$ cat src/rtl/vpu_mul_arbiter.sv
// Round-robin arbiter that time-shares one external combinational multiplier
// among NREQ requesters; one operation in flight, result returned per requester.
module vpu_mul_arbiter #(
    parameter int NREQ = 4,
    parameter int W    = 32
) (
    input  logic              clk,
    input  logic              rst_n,
    input  logic [NREQ-1:0]   req_valid,
    output logic [NREQ-1:0]   req_ready,
    input  logic [NREQ*W-1:0] req_a,
    input  logic [NREQ*W-1:0] req_b,
    output logic [NREQ-1:0]   rsp_valid,
    input  logic [NREQ-1:0]   rsp_ready,
    output logic [W-1:0]      rsp_c,
    output logic [W-1:0]      mul_a,
    output logic [W-1:0]      mul_b,
    input  logic [W-1:0]      mul_c,
    output logic              busy
);

    localparam int GW = $clog2(NREQ);

    typedef enum logic [1:0] {
        IDLE,
        EXEC,
        RESP
    } state_t;

    state_t          r_state;
    logic [GW-1:0]   r_ptr;
    logic [GW-1:0]   r_g;
    logic [W-1:0]    r_op_a;
    logic [W-1:0]    r_op_b;
    logic [W-1:0]    r_res;

    logic [W-1:0]    w_a [NREQ];
    logic [W-1:0]    w_b [NREQ];
    logic            w_found;
    logic [GW-1:0]   w_gnt_idx;
    logic [GW:0]     w_sum;
    logic [GW-1:0]   w_next_ptr;

    always_comb begin
        for (int i = 0; i < NREQ; i++) begin
            w_a[i] = req_a[i*W +: W];
            w_b[i] = req_b[i*W +: W];
        end
    end

    // NOTE: every variable written here gets a default first so no latch is inferred.
    always_comb begin
        w_found   = 1'b0;
        w_gnt_idx = '0;
        w_sum     = '0;
        // Scan from r_ptr upward, wrapping, and keep the first valid index.
        for (int k = 0; k < NREQ; k++) begin
            w_sum = {1'b0, r_ptr} + (GW+1)'(k);
            if (w_sum >= (GW+1)'(NREQ)) begin
                w_sum = w_sum - (GW+1)'(NREQ);
            end
            if (!w_found && req_valid[w_sum[GW-1:0]]) begin
                w_found   = 1'b1;
                w_gnt_idx = w_sum[GW-1:0];
            end
        end
    end

    assign w_next_ptr = (w_gnt_idx == GW'(NREQ - 1)) ? '0 : w_gnt_idx + 1'b1;

    // NOTE: sequential state uses non-blocking assignments so all registers update together.
    always_ff @(posedge clk or negedge rst_n) begin
        if (!rst_n) begin
            r_state <= IDLE;
            r_ptr   <= '0;
            r_g     <= '0;
            r_op_a  <= '0;
            r_op_b  <= '0;
            r_res   <= '0;
        end else begin
            case (r_state)
                IDLE: begin
                    if (w_found) begin
                        r_op_a  <= w_a[w_gnt_idx];
                        r_op_b  <= w_b[w_gnt_idx];
                        r_g     <= w_gnt_idx;
                        r_ptr   <= w_next_ptr;
                        r_state <= EXEC;
                    end
                end
                EXEC: begin
                    r_res   <= mul_c;
                    r_state <= RESP;
                end
                RESP: begin
                    if (rsp_ready[r_g]) begin
                        r_state <= IDLE;
                    end
                end
                default: r_state <= IDLE;
            endcase
        end
    end

    // req_ready is gated by rst_n so it reads zero while reset is held.
    assign req_ready = (rst_n && r_state == IDLE && w_found) ? (NREQ'(1) << w_gnt_idx) : '0;
    assign rsp_valid = (r_state == RESP) ? (NREQ'(1) << r_g) : '0;
    assign rsp_c     = r_res;
    assign mul_a     = r_op_a;
    assign mul_b     = r_op_b;
    assign busy      = (r_state != IDLE);

endmodule

$ cat config.mk
export PLATFORM = sky130hd
export DESIGN_NAME = vpu_mul_arbiter
export DESIGN_NICKNAME = d
export VERILOG_FILES = /design/src/rtl/vpu_mul_arbiter.sv
export SDC_FILE = /design/constraint.sdc
export NUM_CORES = 1
export LEC_CHECK = 0
export ABC_AREA = 1
export BUFFER_PORTS_ARGS = -buffer_cell sky130_fd_sc_hd__buf_2
export CAP_MARGIN = 20
export CORE_AREA = 2 2 155 157
export CTS_CLUSTER_DIAMETER = 150
export CTS_CLUSTER_SIZE = 25
export DETAILED_ROUTE_END_ITERATION = 7
export DIE_AREA = 0 0 157 159
export SYNTH_ARGS = -nofsm -noshare
export SYNTH_HDL_FRONTEND = slang
export SYNTH_SLANG_ARGS = --single-unit
export TNS_END_PERCENT = 1
$ cat constraint.sdc
create_clock -name clk -period 2.1 [get_ports clk]
set_input_delay 0.315 -clock clk [delete_from_list [all_inputs] [get_ports clk]]
set_output_delay 0.315 -clock clk [all_outputs]
set_load 0.05 [all_outputs]
# ---- Word level (Yosys, flattened, before mapping)
# Index checks and enable logic that the tools add are counted.
dict set report word_totals {
  romBits 0
  word_cells 78
  reg_bits 102
  latch_bits 0
  in_bits 298
  mem_count 0
  ram_bits 0
}
dict set report classes {
  mux 34
  bitwise_logic 1
  multipliers 0
  reduce_logical 12
  div 0
  eq_ne 5
  n_addsub 8
  shifts 2
  order_cmp 10
}
# operator n
set op_table {}
lappend op_table {{32-bit binary-select mux with 2-bit select} 2}
lappend op_table {{32-bit two-way mux} 4}
lappend op_table {{2-bit two-way mux} 11}
lappend op_table {{2-bit by 3-bit < comparator with 1-bit output, second input constant} 5}
lappend op_table {{3-bit greater-or-equal comparator, second input constant} 4}
lappend op_table {{1-bit binary-select mux with 2-bit select} 5}
lappend op_table {{1-bit two-way mux} 9}
lappend op_table {{4-bit two-way mux} 2}
lappend op_table {{1-bit by 2-bit left shift with 4-bit output, first input constant} 2}
lappend op_table {{2-bit by 1-bit subtractor with 2-bit output, second input constant} 4}
lappend op_table {{2-bit by 2-bit adder with 3-bit output, second input constant} 2}
lappend op_table {{2-bit one-hot mux with 3 select lines} 1}
lappend op_table {{1-bit logical AND} 5}
lappend op_table {{2-bit == test, second input constant} 2}
lappend op_table {{2-bit != test, second input constant} 2}
lappend op_table {{2-bit AND reduction} 2}
lappend op_table {{2-bit by 1-bit adder with 3-bit output, second input constant} 1}
lappend op_table {{2-bit by 3-bit greater-or-equal comparator with 1-bit output, second input constant} 1}
lappend op_table {{1-bit logical NOT} 3}
lappend op_table {{2-bit NOT with 3-bit output} 1}
lappend op_table {{2-bit by 1-bit adder with 2-bit output, second input constant} 1}
lappend op_table {{2-bit by 1-bit == test with 1-bit output, second input constant} 1}
lappend op_table {{2-bit logical NOT} 1}
lappend op_table {{2-bit nonzero test} 1}

# ---- Logic depth before layout (Yosys ltp)
dict set report depth {
  ltp_word 18
  ltp_mapped 17
  ltp_nobuf 15
}

# ---- Worst setup path before layout
# OpenSTA, ideal clock, no wires.
dict set report synth_timing {
  kind {register to output}
  from {register r_ptr[0]}
  to {output port req_ready[2]}
  required_ns 1.785
  n_path_buf 3
  path_stages_with_launch 13
  slack_ns -0.768
  arrival_time_ns 2.553
  path_cell_list {dfrtp_1 buf_4 nand2_1 nand2_2 nand2_1 nand2_1 nor2_4 nand2_1 nor2_2 nor2_4 buf_4 buf_2 nor3_1}
}
dict set report synth_via {
  elab_chain_cells 16
  elab_cells_between_ends 40
}
# item line
set synth_rtl {}
lappend synth_rtl {{start, declared} 31} ;# logic [GW-1:0] r_ptr;
lappend synth_rtl {{start signal, assigned} 87} ;# r_ptr <= w_next_ptr;
lappend synth_rtl {{branches (longest 15 deep; another with 2-bit by 1-bit adder with 3-bit output)} --}
lappend synth_rtl {{4-bit two-way mux *} 106} ;# assign req_ready = (rst_n && r_state == IDLE && w_found) ? (NREQ'(1) << w_gnt_idx) : '0;
lappend synth_rtl {{end, declared} 10} ;# output logic [NREQ-1:0] req_ready,
# Mark *: on every way between the ends. The select of a mux whose other input is x is not followed.

# ---- Final worst setup path
# Same ends and word-level chain as after synthesis.

==> summary.md <==
| Metric | Value |
|---|---|
| Mean cell area of the mapped netlist | 6.36 sq um |
| Synth-to-layout area growth | 45.0% |
| Area fraction of the dominant cell type after synthesis | 0.375 |
| Crit Reg-Reg Startpoint | r_ptr[0] |
| Fillcell total | ~2500 |
| Worst skew pair latency | around 0.36 ns |
| Met3 routed WL | 2.22 mm |
| Die Span X | 157 um |
| Clock-pin slew on the worst setup and hold paths | roughly 0.09 ns |
| CP peak stage delay | 0.46 ns |
| Std cell rows | 56 |
| # IOs | ~400 |
| Die area | roughly 25000 sq um |
| Vias per cell | 4.55 |
| Post-layout nets | roughly 1700 |
| Layout Cells excl Fill | approximately 1800 |
| FF+latch count, synth | around 100 |
| Top cells by area, synth | dfrtp_1, nand2_1, nand3_1 |
| Setup tns final | -2.27 ns |
| Gr usage total | 0.205 |
| DRT Pass-1 Iters | 6 |
| Final ANT Viol Nets | 0 |
| RSZ-0062 raised after global routing | yes |
| Ys Warns | 0 |
| Post-synth cell types | 24 |
| Synth Cell Area | 6810 sq um |
| Cell mode on critical path | nand2_2 |
| Worst path cell trace | buf_6 > nand2_1 > nand2_2 > nand2_1 > nand2_2 > nor2_4 > nand2_2 > or2_1 > nand2_2 > inv_4 > nand2_8 > nor3_4 > buf_6 |
| Worst Reg-to-Reg Cells | 15 |
| Worst Path Arrival | about 2.1 ns |
| Maxcap violations | 0 |
| Status | finished with violations |
| WS Path Type | flip-flop to primary output |
| Drt drc | 0 |
| Post-Route WL | approximately 26 mm |
| RePlAce Congestion | roughly 0.9 |
| Final Instance Area | a little under 10000 sq um |
| CTS tree | built |
| Multi-input gate area | between 3000 and 4000 sq um |
| H-tree levels | 3 |
| First-pass GRT wire length | a little over 40 mm |
| Proportion of layout cells with a drive suffix above 1 | 0.367 |
| Fmax | between 400 and 500 MHz |
| Core ar. | 23200 sq um |
| Final worst slack | -0.287 ns |
| DR WL met2 | between 10 and 15 mm |
| Min-delay worst type | input port to asynchronous set/reset pin |
| CP top delay family | simple AND/OR/NAND/NOR gates |
| Max FO, Critical Path | 5 |
| Period utilization | 1.14 |
| CTS root buf | clkbuf_16 |
| Initial drt markers | roughly 500 |
| Reg2reg end | mul_b[30] |
| Port-buffer cells | approximately 400 |
| Global route overflow | 0 |
| Worst EP required | between 1.5 and 2 ns |
| Post-Route Skew | roughly 0.017 ns |
| Final Critical Period | 2.39 ns |
| Area of placed instances | around 9400 sq um |
| Final Setup Violations | 32 |
| Failing checks | setup timing |
| Num CTS Buffers | 9 |
| WL per Instance | between 10 and 15 um |
| Die height | 159 um |
| CTS max path bufs | 2 |
| Type of origin of the critical path | flip-flop |
| Top Layer Used | met5 |
| CTS sink count | 102 |
| CP Capture Type | primary output |
| Via count | between 8000 and 9000 |
| Post-synth top area cell | dfrtp_1 |
| R2R Setup Slk | -0.08 ns |
| Initial antenna violation count | 5 |
| Starting Density | 0.294 |
| Final Hold Viols | 0 |
| Net Count, Synth | 1369 |
| Cells after synthesis | 1071 |
| Slowest CP cell | dfrtp_2 |
| Placed Cells | between 1500 and 2000 |
| Slew Limit Fails | 0 |
| Post-synthesis sequential area ratio | 0.375 |
| Post-DP HPWL | around 20 mm |
| Cts hold-fix bufs | 0 |
| Vias in the first global route | 7633 |
| Metal-1 WL | between 10 and 15 mm |
| Largest net degree at the start of global routing | approximately 100 |
| Worst-margin pin slew | between 0.5 and 0.6 ns |
| Reg area | 2550 sq um |
| Max_slew headroom | 0.601 |
| CP bufs+invs | 3 |
[sequential cells by signal, indices dropped and copies added (netlist names)]
name,cells
mul_a,32
mul_b,32
r_g,2
r_ptr,2
r_state,2
rsp_c,32
[cell families (layout without fill, tap and decap cells)]
logic type	count (synthesis)	count (layout)	synth area share
compound gates	7	7	0.00570
buf+inv	89	474	0.0702
flops	102	102	0.375
mux	32	32	0.0529
other cells	0	2	0
simple gates	841	841	0.496
[metrics by stage]
| stage | hold WS [ns] | util | setup WS, ns |
|---|---|---|---|
| after global routing | 0.121 | 0.426 | -0.412 |
| after CTS | 0.117 | 0.424 | -0.322 |
| after floorplan | 0.0194 | - | -0.0704 |
| final | 0.0690 | 0.426 | -0.287 |
| after detailed placement | 0.460 | 0.403 | -0.0736 |
| after global placement | 0.458 | 0.403 | -0.0403 |
[cells in the final DEF, fill, tap and decap left out, drive strengths merged]
| cell type | count |
|---|---|
| a21oi | 2 |
| a31oi | 1 |
| buf | 442 |
| clkbuf | 9 |
| clkinv | 5 |
| clkinvlp | 1 |
| dfrtp | 102 |
| diode | 2 |
| inv | 17 |
| mux2 | 32 |
| nand2 | 685 |
| nand3 | 138 |
| nand4 | 1 |
| nor2 | 10 |
| nor3 | 6 |
| o21ai | 3 |
| o21bai | 1 |
| or2 | 1 |
[worst max-delay path by stage]
| stage | start | to | cells past startpoint |
|---|---|---|---|
| 3_5_place_dp | r_ptr[0] | req_ready[3] | 13 |
| 3_3_place_gp | r_ptr[0] | req_ready[3] | 13 |
| 6_report | r_ptr[0] | req_ready[2] | 13 |
| 4_1_cts | r_ptr[0] | req_ready[2] | 13 |
| 2_1_floorplan | r_ptr[1] | req_ready[2] | 13 |
| 5_1_grt | r_ptr[0] | req_ready[2] | 13 |
[per-layer routing]
metal,up-vias,global-route usage
li1,4101,-
met1,3607,0.245
met2,338,0.361
met3,34,0.0528
met4,4,0.0584
met5,-,0
[layout make-up]
class                      instances  area share
multi-input combinational        880       0.397
timing repair buffer             442       0.264
sequential                       102       0.259
tap                              319      0.0404
clock buffer                       9      0.0228
clock inverter                     7     0.00874
inverter                          15     0.00646
timing repair inverter             1    0.000760
antenna                            2    0.000507
[synthesized netlist by cell type]
library cell	n
inv_2	4
nor2_2	1
nor2_1	7
nand3_1	137
clkbuf_1	9
dfrtp_1	102
nand3_2	1
nand2_1	679
a21oi_1	2
or2_1	1
nand4_1	1
buf_1	7
o21bai_1	1
nand2_2	6
nor2_4	2
o21ai_1	2
a31oi_1	1
buf_6	3
nor3_1	6
buf_4	21
buf_2	34
mux2_2	32
o21ai_0	1
inv_1	11
[worst register-to-register path, delay by kind of cell, from the launching register on]
family | cells | cell delay (ns)
compound gates | 1 | 0.23
simple gates | 10 | 0.79
buf+inv | 4 | 0.67
flops | 1 | 0.46
[repair_timing]
action / 4_1_cts / 5_1_grt
gates resized for setup: 34 / 13
setup buffers: 4 / 0
cloned: 2 / 0
pin swaps: 12 / 2
endpoints found under the setup margin: 60 / 72
endpoints found under the hold margin: 0 / 0
Power is not shown: default switching activity piles up to over one toggle a cycle in this logic, so the estimate is an artifact.
